### src/rtl/ecliptic_pkg.sv
// ecliptic_pkg
//   Shared types and constants for the ecliptic execution units.
//   - rm_e      : RISC-V rounding-mode encoding (codes 5..7 are reserved)
//   - fp32_s    : IEEE-754 binary32 field view
//   - fpcls_e   : operand class produced by fp32Class()
//   - FP32_BIAS, INT32_MAX, INT32_MIN, UINT32_MAX
package ecliptic_pkg;

  typedef enum logic [2:0] {
    RNE = 3'd0,
    RTZ = 3'd1,
    RDN = 3'd2,
    RUP = 3'd3,
    RMM = 3'd4
  } rm_e;

  typedef struct packed {
    logic        sign;
    logic [7:0]  exp;
    logic [22:0] frac;
  } fp32_s;

  typedef enum logic [2:0] {
    FP_ZERO,
    FP_SUB,
    FP_NORM,
    FP_INF,
    FP_QNAN,
    FP_SNAN
  } fpcls_e;

  localparam int          FP32_BIAS  = 127;
  localparam logic [31:0] INT32_MAX  = 32'h7FFF_FFFF;
  localparam logic [31:0] INT32_MIN  = 32'h8000_0000;
  localparam logic [31:0] UINT32_MAX = 32'hFFFF_FFFF;

  // Class of a binary32 operand; shared with ecliptic_classification.
  function automatic fpcls_e fp32Class(input fp32_s x);
    fpcls_e c;
    if (x.exp == 8'hFF) begin
      if (x.frac == '0)     c = FP_INF;
      else if (x.frac[22])  c = FP_QNAN;
      else                  c = FP_SNAN;
    end else if (x.exp == 8'h00) begin
      c = (x.frac == '0) ? FP_ZERO : FP_SUB;
    end else begin
      c = FP_NORM;
    end
    return c;
  endfunction

endpackage

### src/rtl/ecliptic_round_inc.sv
// ecliptic_round_inc
//   Combinational round-increment decision shared by the ecliptic rounding units.
//   Ports:
//     sign      in  1  sign of the value being rounded
//     lsb       in  1  least significant kept bit of the magnitude
//     guard     in  1  first discarded bit
//     sticky    in  1  OR of all remaining discarded bits
//     rm        in  3  rounding mode (rm_e); reserved codes round as RNE
//     increment out 1  1 when the magnitude must be bumped by one ulp
module ecliptic_round_inc
  import ecliptic_pkg::*;
(
  input  logic       sign,
  input  logic       lsb,
  input  logic       guard,
  input  logic       sticky,
  input  logic [2:0] rm,
  output logic       increment
);

  always_comb begin
    increment = 1'b0;
    case (rm_e'(rm))
      RTZ:     increment = 1'b0;
      RDN:     increment = sign & (guard | sticky);
      RUP:     increment = ~sign & (guard | sticky);
      RMM:     increment = guard;
      default: increment = guard & (sticky | lsb);
    endcase
  end

endmodule

### src/rtl/ecliptic_converter_to_int.sv
// ecliptic_converter_to_int
//   FP32 -> int32/uint32 converter (FCVT.W.S / FCVT.WU.S), fully pipelined,
//   one request per cycle, fixed latency 2 (OUT_REG=0) or 3 (OUT_REG=1).
//   Macro ECLIPTIC_DYNAMIC_ROUNDING_EN: when defined rm is honoured; when
//   undefined every conversion truncates (RTZ) and rm is ignored.
//   Ports:
//     clk          in  1   clock, rising edge
//     nrst         in  1   asynchronous active-low reset
//     req          in  1   request valid; operands sampled when 1
//     src          in  32  binary32 operand
//     dst_unsigned in  1   1: uint32 result, 0: int32 result
//     rm           in  3   rounding mode (rm_e)
//     ack          out 1   one-cycle result valid per request
//     res          out 32  saturated integer result (0 when ack=0)
//     invalid      out 1   NV flag (0 when ack=0)
//     inexact      out 1   NX flag (0 when ack=0)
module ecliptic_converter_to_int
  import ecliptic_pkg::*;
#(
  parameter int OUT_REG = 1
) (
  input  logic        clk,
  input  logic        nrst,
  input  logic        req,
  input  logic [31:0] src,
  input  logic        dst_unsigned,
  input  logic [2:0]  rm,
  output logic        ack,
  output logic [31:0] res,
  output logic        invalid,
  output logic        inexact
);

  typedef struct packed {
    logic [31:0] res;
    logic        inv;
    logic        inx;
  } cvt_s;

  // Overflow/NaN clamping and flag generation on the rounded magnitude.
  function automatic cvt_s saturate(input logic        sign,
                                    input logic        isNan,
                                    input logic        isOvf,
                                    input logic        uns,
                                    input logic [32:0] mag,
                                    input logic        lost);
    cvt_s r;
    r = '0;
    if (isNan) begin
      r.inv = 1'b1;
      r.res = uns ? UINT32_MAX : INT32_MAX;
    end else if (uns) begin
      if (sign) begin
        // Negative values that survive rounding as nonzero are out of range.
        r.inv = isOvf || (mag != '0);
      end else if (isOvf || mag[32]) begin
        r.inv = 1'b1;
        r.res = UINT32_MAX;
      end else begin
        r.res = mag[31:0];
      end
    end else begin
      if (sign) begin
        if (isOvf || (mag > 33'h0_8000_0000)) begin
          r.inv = 1'b1;
          r.res = INT32_MIN;
        end else begin
          r.res = 32'd0 - mag[31:0];
        end
      end else if (isOvf || (mag > 33'h0_7FFF_FFFF)) begin
        r.inv = 1'b1;
        r.res = INT32_MAX;
      end else begin
        r.res = mag[31:0];
      end
    end
    r.inx = lost && !r.inv;
    return r;
  endfunction

  // ---- stage p0 -> p1: unpack and classify ----
  fp32_s              srcF;
  logic               vld_p1;
  logic               sign_p1;
  fpcls_e             cls_p1;
  logic signed [9:0]  expUnb_p1;
  logic [22:0]        frac_p1;
  logic               uns_p1;

  assign srcF = src;

  always_ff @(posedge clk or negedge nrst) begin
    if (!nrst) vld_p1 <= 1'b0;
    else       vld_p1 <= req;
  end

  always_ff @(posedge clk) begin
    if (req) begin
      sign_p1   <= srcF.sign;
      cls_p1    <= fp32Class(srcF);
      expUnb_p1 <= $signed({2'b00, srcF.exp}) - 10'sd127;
      frac_p1   <= srcF.frac;
      uns_p1    <= dst_unsigned;
    end
  end

`ifdef ECLIPTIC_DYNAMIC_ROUNDING_EN
  logic [2:0] rm_p1;
  always_ff @(posedge clk) begin
    if (req) rm_p1 <= rm;
  end
`else
  logic unusedRm;
  assign unusedRm = ^rm;
`endif

  // ---- stage p1 -> p2: align, round, negate, saturate ----
  logic        isNan;
  logic        isOvf;
  logic [4:0]  shAmt;
  logic [63:0] wide;
  logic [31:0] mag;
  logic        guard;
  logic        sticky;
  logic        inc;
  logic [32:0] magRnd;
  cvt_s        cvt;
  logic        vld_p2;
  cvt_s        out_p2;

  assign isNan = (cls_p1 == FP_QNAN) || (cls_p1 == FP_SNAN);
  assign isOvf = (cls_p1 == FP_INF) ||
                 ((cls_p1 == FP_NORM) && (expUnb_p1 >= 10'sd32));
  // Only meaningful for 0 <= e <= 31, where 31-e fits five bits.
  assign shAmt = 5'd31 - expUnb_p1[4:0];
  assign wide  = {1'b1, frac_p1, 40'd0} >> shAmt;

  always_comb begin
    mag    = '0;
    guard  = 1'b0;
    sticky = 1'b0;
    if ((cls_p1 == FP_ZERO) || (cls_p1 == FP_SUB)) begin
      sticky = |frac_p1;
    end else if (cls_p1 == FP_NORM) begin
      if (expUnb_p1 < 10'sd0) begin
        // |x| < 1: the hidden bit is the guard only when e = -1.
        guard  = (expUnb_p1 == -10'sd1);
        sticky = (expUnb_p1 == -10'sd1) ? |frac_p1 : 1'b1;
      end else if (expUnb_p1 < 10'sd32) begin
        mag    = wide[63:32];
        guard  = wide[31];
        sticky = |wide[30:0];
      end
    end
  end

`ifdef ECLIPTIC_DYNAMIC_ROUNDING_EN
  ecliptic_round_inc uRoundInc (
    .sign      (sign_p1),
    .lsb       (mag[0]),
    .guard     (guard),
    .sticky    (sticky),
    .rm        (rm_p1),
    .increment (inc)
  );
`else
  assign inc = 1'b0;
`endif

  assign magRnd = {1'b0, mag} + {32'd0, inc};
  assign cvt    = saturate(sign_p1, isNan, isOvf, uns_p1, magRnd, guard | sticky);

  always_ff @(posedge clk or negedge nrst) begin
    if (!nrst) vld_p2 <= 1'b0;
    else       vld_p2 <= vld_p1;
  end

  always_ff @(posedge clk) begin
    out_p2 <= cvt;
  end

  // ---- stage p2 -> p3: optional output register ----
  logic vldOut;
  cvt_s outSel;

  generate
    if (OUT_REG != 0) begin : gOutReg
      logic vld_p3;
      cvt_s out_p3;
      always_ff @(posedge clk or negedge nrst) begin
        if (!nrst) vld_p3 <= 1'b0;
        else       vld_p3 <= vld_p2;
      end
      always_ff @(posedge clk) begin
        out_p3 <= out_p2;
      end
      assign vldOut = vld_p3;
      assign outSel = out_p3;
    end else begin : gNoOutReg
      assign vldOut = vld_p2;
      assign outSel = out_p2;
    end
  endgenerate

  // Data registers are not reset; gating by the valid bit keeps idle outputs at 0.
  assign ack     = vldOut;
  assign res     = vldOut ? outSel.res : '0;
  assign invalid = vldOut & outSel.inv;
  assign inexact = vldOut & outSel.inx;

endmodule

### config.mk
export PLATFORM = sky130hd
export DESIGN_NAME = ecliptic_converter_to_int
export DESIGN_NICKNAME = d
export VERILOG_FILES = /design/src/rtl/ecliptic_pkg.sv /design/src/rtl/ecliptic_round_inc.sv /design/src/rtl/ecliptic_converter_to_int.sv
export SDC_FILE = /design/constraint.sdc
export NUM_CORES = 1
export LEC_CHECK = 0
export ABC_AREA = 1
export CORE_MARGIN = 2
export CORE_UTILIZATION = 55
export CTS_CLUSTER_DIAMETER = 100
export DETAILED_ROUTE_END_ITERATION = 8
export PLACE_DENSITY = 0.89
export SETUP_SLACK_MARGIN = 0.05
export SKIP_CTS_REPAIR_TIMING = 1
export SYNTH_ARGS = -nofsm -noshare
export SYNTH_HDL_FRONTEND = slang
export SYNTH_SLANG_ARGS = --single-unit
### constraint.sdc
create_clock -name clk -period 8.2 [get_ports clk]
set_clock_uncertainty 0.2 [all_clocks]
set_input_delay 0.82 -clock clk [delete_from_list [all_inputs] [get_ports clk]]
set_output_delay 0.82 -clock clk [all_outputs]
set_load 0.01 [all_outputs]
* Yosys cells after proc, flatten, opt, wreduce, memory -nomap -nowiden
Index checks and enable logic that the tools add are counted. W data, S select, Z words.
Operators by class: add/subtract/negate cells 3, $lt $le $gt $ge 5, equal/unequal tests 7, shift operators 1, multiplexer cells 31, bitwise gates (word level) 3, reductions and logical operators 15
Operator list (number):
- $mux W32 | 10
- $mux W33 | 3
- $shr A64 B5 Y64 | 1
- $reduce_bool A33 Y1 | 1
- $gt A32 B31 Y1 const B | 1
- $gt A32 B32 Y1 const B | 1
- $sub A1 B32 Y32 const A | 1
- $reduce_or A31 Y1 | 1
- $logic_not A23 Y1 | 1
- $reduce_or A23 Y1 | 1
- $mux W1 | 15
- $eq A10 B1 Y1 const B | 1
- $ge A10 B7 Y1 const B | 1
- $lt A10 B1 Y1 const B | 1
- $lt A10 B7 Y1 const B | 1
- $sub A8 B7 Y9 const B | 1
- $eq A8 B8 Y1 const B | 1
- $logic_not A8 Y1 | 1
- $eq A3 B2 Y1 const B | 2
- $eq A3 B3 Y1 const B | 2
- $logic_or A1 B1 Y1 | 6
- $mux W3 | 2
- $sub A5 B5 Y5 const A | 1
- $eq A3 B1 Y1 const B | 1
- other kinds (6) | 8
Storage, ports and cells: bits in registers 109

* Longest topological paths before layout
word-level depth 14, mapped depth 23

* Worst setup path after synthesis
OpenSTA, ideal clock, no wires.
path type reg2reg, start register expUnb_p1[8], end register out_p2[26] (netlist name), setup time 0.115 ns, data arrival time 2.460 ns, data required time 7.885 ns, slack 5.425 ns, stages on the path, launching flop included 22, buffers on the path 2, cells stage by stage edfxtp_1 > nor2_1 > nand2_1 > nor2_1 > nand2_2 > nor2_4 > buf_4 > nand3_1 > nand2_1 > inv_1 > ha_1 > nand2_1 > inv_2 > nand2_1 > nor2_4 > nand3_4 > nand2_2 > nand2_4 > buf_6 > o21ai_1 > nand2_1 > nand2_1
Between the ends: longest elaborated chain between the ends 11
Ends and longest elaborated chain:
- start, declared | line ecliptic_converter_to_int.sv:86 | logic signed [9:0] expUnb_p1;
- start signal, assigned | line ecliptic_converter_to_int.sv:101 | expUnb_p1 <= $signed({2'b00, srcF.exp}) - 10'sd127;
- $lt A10 B7 Y1 | line ecliptic_converter_to_int.sv:149 | end else if (expUnb_p1 < 10'sd32) begin
- $mux W32 | line ecliptic_converter_to_int.sv:149
- $mux W32 | line ecliptic_converter_to_int.sv:145 | if (expUnb_p1 < 10'sd0) begin
- $mux W32 | line ecliptic_converter_to_int.sv:144 | end else if (cls_p1 == FP_NORM) begin
- $mux W32 | line ecliptic_converter_to_int.sv:142 | if ((cls_p1 == FP_ZERO) || (cls_p1 == FP_SUB)) begin
- $gt A32 B31 Y1 or $gt A32 B32 Y1 (tied branches) | line ecliptic_converter_to_int.sv:70, ecliptic_converter_to_int.sv:64
- $logic_or A1 B1 Y1, on equally long branches | line ecliptic_converter_to_int.sv:70, ecliptic_converter_to_int.sv:64
- $mux W32, on equally long branches | line ecliptic_converter_to_int.sv:70, ecliptic_converter_to_int.sv:64
- $mux W33 | line ecliptic_converter_to_int.sv:63 | if (sign) begin
- $mux W33 (*) | line ecliptic_converter_to_int.sv:52 | end else if (uns) begin
- $mux W33 (*) | line ecliptic_converter_to_int.sv:49 | if (isNan) begin
- end signal, assigned | line ecliptic_converter_to_int.sv:179 | out_p2 <= cvt;
- end, declared | line ecliptic_converter_to_int.sv:129 | cvt_s out_p2;
Mark *: on every way between the ends. The rest lies on a longest branch, timed or not. A chain may end at the register's enable or synchronous reset.

* Worst setup path after layout
start register expUnb_p1[0], end register out_p2[19] (netlist name)
Between the ends: longest elaborated chain between the ends 12
Ends and longest elaborated chain:
- $sub A5 B5 Y5 | line ecliptic_converter_to_int.sv:135 | assign shAmt = 5'd31 - expUnb_p1[4:0];
- $shr A64 B5 Y64 | line ecliptic_converter_to_int.sv:136 | assign wide = {1'b1, frac_p1, 40'd0} >> shAmt;
- $mux W32 | line ecliptic_converter_to_int.sv:149
- $mux W32 | line ecliptic_converter_to_int.sv:145
- $mux W32 | line ecliptic_converter_to_int.sv:144
- $mux W32 | line ecliptic_converter_to_int.sv:142
- $gt A32 B31 Y1 or $gt A32 B32 Y1 (tied branches) | line ecliptic_converter_to_int.sv:70, ecliptic_converter_to_int.sv:64
- $logic_or A1 B1 Y1, on equally long branches | line ecliptic_converter_to_int.sv:70, ecliptic_converter_to_int.sv:64
- $mux W32, on equally long branches | line ecliptic_converter_to_int.sv:70, ecliptic_converter_to_int.sv:64
- $mux W33 | line ecliptic_converter_to_int.sv:63
- $mux W33 (*) | line ecliptic_converter_to_int.sv:52
- $mux W33 (*) | line ecliptic_converter_to_int.sv:49
Marks and branches as above.

==> summary.md <==
| Metric | Value |
|---|---|
| Syn avg cell area | `6.846 um2` |
| Sw Ratio | `31.65%` |
| Final Hold Fails | `0` |
| First-pass GRT wire length | `29.83 mm` |
| Switch Pwr | `0.4486 mW` |
| Pint | `0.9690 mW` |
| Synthesized netlist net count | `about 1100` |
| GPL Wtd Cong | `0.9926` |
| Clk network pwr share | `30.0%` |
| Power density cells | `174.3 nW/um2` |
| CTS root buf | `clkbuf_16` |
| Vias | `6986` |
| Startpoint types | `flop` |
| DP Cell Count | `around 1200` |
| Synth cell types | `between 40 and 50` |
| Register area share after synthesis | `35.51%` |
| Chip width | `118.2 um` |
| Final HPWL DP | `about 14 mm` |
| Syn-to-layout area delta | `13.34%` |
| Critical Path Fanout Max | `26` |
| N_diodes | `0` |
| Hold path startpoint | `out_p2[14]` |
| Cell Rows | `41` |
| Setup TNS | `0 ns` |
| Final WS setup | `around 4.2 ns` |
| Drt initial violations | `609` |
| Status | `finished clean` |
| Kind of end point of the critical path | `flop` |
| Count of final setup violators | `0` |
| DP Worst Slack | `4.261 ns` |
| # IOs | `74` |
| Via/cell ratio | `around 5.5` |
| Grt total ovfl | `0` |
| FILL cells | `1138` |
| Layout Cells excl Fill | `roughly 1300` |
| Synth Register Bits | `108` |
| Clock H-tree levels | `3` |
| # clock sinks | `between 100 and 150` |
| Crit path arrival time | `4.15 ns` |
| Final wirelength | `18.17 mm` |
| Logic gate share of total power | `24.7%` |
| Height of the die | `118.2 um` |
| CTS tree | `built` |
| Die Area | `13970 um2` |
| Commonest non-fill, non-tap cell in the layout | `nand2_1` |
| Period minus WS final | `4.048 ns` |
| Post-route ant nets | `0` |
| Least-Margin Pin Slew | `1.127 ns` |
| Leak pwr | `4.300 nW` |
| Max Cap Viol | `0` |
| Reg power frac | `approximately 45%` |
| Slew headroom | `24.89%` |
| CP startpoint | `expUnb_p1[0]` |
| GRT Total Usage | `26.25%` |
| Fraction of layout cells with a size suffix above 1 | `under 10%` |
| Fin crit share | `49.37%` |
| Initial antenna violation count | `0` |
| Largest net degree at the start of global routing | `39` |
| Max-slew violation count | `0` |
| RSZ-0062 raised after global routing | `false` |
| Clock latency on the worst-skew pair | `0.37 ns` |
| Critical R2R Launch | `expUnb_p1[0]` |
| Core area | `12670 um2` |
| CTS Buf Count | `9` |
| Number of global-route vias before repair | `just over 6000` |
| Clk pin slew, worst setup/hold paths | `about 0.07 ns` |
| Synth warnings | `0` |
| Port bufs | `70` |
| Post-route DRC | `0` |
| WP data required | `8.30 ns` |
| HP Class | `flop to flop` |
| DRT Pass-1 Iters | `6` |
| Initial Util | `approximately 57%` |
| Crit path kind | `flop to flop` |
| DR WL/cell | `around 14 um` |
| Fmax | `247.0 MHz` |
| Clock buffer depth | `2` |
| Most frequent cells in the layout | `nand2_1 (359), nand3_1 (141), inv_1 (92), clkdlybuf4s50_1 (70), dfxtp_1 (68)` |
| VDD IR-drop max | `0.1270 mV` |
| NumNets Final | `1127` |
| Synthesized area | `7174 um2` |
| Synth Instances | `roughly 1000` |
==> logic make-up (layout without fill, tap and decap cells) <==
logic type	count (synthesis)	count (layout)	share of synthesized area, %
compound gates	105	105	8.092
buf+inv	152	194	9.697
flops	108	108	35.51
xor+xnor	18	18	2.197
fa+ha+maj	3	3	0.5233
simple gates	662	662	43.98
==> state kept, by name (all words and copies together), names as in the netlist, 3 cells and up <==
register and flops:
cls_p1 3, out_p2 34, expUnb_p1 9, frac_p1 23
gOutReg.out_p3 34
==> per-layer routing <==
| metal | share of wire, % | routed length, um | GRT usage (%) | up-vias |
|---|---|---|---|---|
| li1 | - | - | - | 3499 |
| met1 | 44 | 7960 | 33.95 | 3150 |
| met2 | 47 | 8618 | 43.39 | 296 |
| met3 | 6.1 | 1110 | 5.164 | 41 |
| met4 | 2.6 | 477 | 9.864 | 0 |
| met5 | 0 | 0 | 0 | - |
==> final timing paths <==
kind,depth (start not counted),slack [ns],endpoint
worst max-delay path,19,4.15,out_p2[19]
worst min-delay path,0,0.13,gOutReg.out_p3[14]
worst max register to register,19,4.15,out_p2[19]
worst min register to register,0,0.13,gOutReg.out_p3[14]
max in group asynchronous,1,7.22,vld_p2
min in group asynchronous,1,0.44,ack
==> critical path, cell delays in order (launching register included) <==
cell and delay (ns):
edfxtp_1 0.96, inv_6 0.26, nand2_1 0.15, nand3_1 0.16
nand3_1 0.22, nand3_2 0.11, nand3_1 0.13, nand2_1 0.12
inv_1 0.08, ha_1 0.18, nand2_1 0.09, inv_2 0.08
nand2_1 0.09, nor2_4 0.28, nand3_4 0.15, a21oi_4 0.41
nand2_1 0.11, nand2_1 0.07, nand2_1 0.05, nand2_1 0.07
==> cells in the mapped netlist, drive strengths merged <==
master,n,share of area (%)
o21bai,2,0.31
xor2,16,2.0
o21ai,50,3.8
nor4,11,0.96
a21oi,49,3.6
dfrtp,3,1.0
inv,100,5.4
buf,34,3.4
nor2,55,3.4
nand2,385,22
clkbuf,17,0.89
ha,3,0.52
nand4,21,1.8
nor3,10,0.99
nand3b,2,0.21
dfxtp,68,19
a31oi,1,0.087
edfxtp,37,15
o21a,1,0.10
o211ai,2,0.21
nor4b,1,0.12
nor3b,1,0.10
xnor2,2,0.24
nand3,175,15
clkinv,1,0.052
or3,1,0.087
==> through the flow <==
stage	util [%]	area, um2	hold WS (ns)	power, mW
3_3_place_gp	61.84	7836	0.1096	0.9857
5_1_grt	64.18	8132	0.1314	1.491
2_1_floorplan	-	7174	0.1096	0.8957
4_1_cts	64.18	8132	0.1274	1.417
6_report	64.18	8132	0.1262	1.418
3_5_place_dp	61.84	7836	0.1121	0.9948
==> area by class of cell <==
type / count / area, um2 / area share (%)
Tap cell: 172 / 215.2 / 2.647
Sequential cell: 108 / 2547 / 31.33
Timing Repair Buffer: 77 / 753.2 / 9.263
Clock buffer: 13 / 271.5 / 3.339
Clock inverter: 3 / 23.77 / 0.2924
Multi-Input combinational cell: 788 / 3931 / 48.35
Inverter: 101 / 389.1 / 4.785
==> power groups by stage <==
stage	clock [mW]	combinational (mW)	sequential, mW
2_1_floorplan	0	0.262	0.633
3_3_place_gp	0	0.336	0.650
3_5_place_dp	0	0.342	0.653
4_1_cts	0.431	0.345	0.641
5_1_grt	0.456	0.387	0.647
6_report	0.426	0.351	0.641
Power figures use the tool's default switching activity.
==> variant (config.mk and constraints unchanged) <==
The option `ECLIPTIC_DYNAMIC_ROUNDING_EN` is turned on by a define.
--- a/src/rtl/ecliptic_converter_to_int.sv
+++ b/src/rtl/ecliptic_converter_to_int.sv
@@ -14,6 +14,8 @@
 //     res          out 32  saturated integer result (0 when ack=0)
 //     invalid      out 1   NV flag (0 when ack=0)
 //     inexact      out 1   NX flag (0 when ack=0)
+`define ECLIPTIC_DYNAMIC_ROUNDING_EN
+
 module ecliptic_converter_to_int
   import ecliptic_pkg::*;
 #(
Check against the original RTL: not equivalent (Yosys sat finds a counterexample within 4 cycles, from zero or initial values and one cycle with nrst low).
==> variant against the unedited design <==
Via count rose by 15%; die area up 12%; design area is 12% higher; setup slack worse by 2.0 ns; sequential cell count up 3; combinational power is 1% lower; area after synthesis is 12% higher; routed wire length up 17%; power rose by 1.9%; sequential power grew 2%; largest power group unchanged; highest routed layer unchanged.
==> variant: results (changes against the unedited design) <==
Run status
  – Status: finished clean

Worst hold path
  – Hold Path End: gOutReg.out_p3[18]
  – Worst Hold Launch: out_p2[18]

Logic synthesis
  – Adder-cell share of the synthesized area: 0.9333% (+0.41 points)
  – Largest cells by area after synthesis: nand2_1 (18%), dfxtp_1 (17%), edfxtp_1 (15%)
  – Area fraction in compound gates after synthesis: 8.213% (+0.12 points)
  – Most frequent cells after synthesis: nand2_1 (387), nand3_1 (208), inv_1 (113), nor2_1 (79), dfxtp_1 (68)
  – Seq/Total Area, Yosys: 32.79% (-2.7 points)
  – Post-synth EDFFs: 40 (+8.1%)
  – Post-Syn Area per Cell: 6.583 um2 (-3.8%)
  – Yosys cell types: 46 (+4.5%)
  – Post-synth ARST share: 2.703% (-0.075 points)

Power and ir drop
  – Net Sw Frac: 31.28% (-0.37 points)
  – Clk pwr: 443 uW (+4%)
  – Pleak: 4.449 nW (+3.5%)
  – Comb power frac: 24.0% (-0.7 points)
  – Peak VDD IR: 0.09535 mV (-25%)

Placement
  – Buffers added on ports: 73 (+4.3%)
  – Placed inst area: 8783 um2 (+12%)
  – Pre-CTS WS: 2.288 ns (-1.972 ns)
  – Placed instance count: 1438 (+15%)
  – RePlAce Congestion: 0.9698 (-2.3%)

Critical path
  – RR Endpoint: out_p2[32]
  – CP Launch Point: expUnb_p1[3]
  – CP peak stage delay: 0.71 ns (-0.25 ns)
  – CP arrival: 6.19 ns (+2.04 ns)
  – Critical-path maximum fanout: 32 (+23%)
  – Worst path slowest cell: inv_1
  – Reg2Reg Depth: 31 (+12)

Route
  – Pre-antenna DRT Iters: 5 (-1)
  – Via/cell ratio: 5.545 (+0.18%)

Global route
  – Largest net degree at the start of global routing: 42 (+7.7%)
  – GRT Overall Usage: 27.48% (+1.2 points)
  – Vias in the first global route: 7376 (+19%)
  – First-pass GRT wire length: 35300 um (+18%)

STA
  – Worst Slack Setup Final: 2.116 ns (-2.036 ns)
  – Worst-margin pin slew: 1.089 ns (-0.03731 ns)
  – WHS: 0.1269 ns (+0.0006850 ns)

Finish
  – Final net count: 1310 (+16%)
  – Fraction of layout cells with a size suffix above 1: 8.425% (-1.3 points)
variant: changes by cell type after synthesis, sizes merged, moves of 4 or more:
cell,delta
nor2,+48
nand3,+40
inv,+27
nand2,+25
o21ai,+18
xor2,+12
a21oi,-8
buf,-8
nor3,+5
clkbuf,+4
variant: metal layers:
layer  global-route usage (%)  share of wire (%)  up-vias
met3                    3.209                5.9       62
met2                    46.45                 47      333
li1                         -                  -     4083
met5                        0                  0        -
met1                    35.07                 43     3585
met4                    13.59                4.5        0
variant: worst max-delay path: cells and delay by family, from the launching register on:
kind,cells,cell delay [ns]
AND/OR/NAND/NOR,20,2.63
buffers and inverters,4,1.10
AO/OA/AOI/OAI,4,0.92
flip-flops,1,0.37
adder cells (fa/ha/maj),3,0.77
variant: final cells by class:
type                       count  area [um2]
fill                        1329        5340
multi-input combinational    937        4661
sequential                   111        2638
timing repair buffer          79       770.7
inverter                     127       484.2
clock buffer                  11       234.0
tap                          184       230.2
clock inverter                 5       66.31
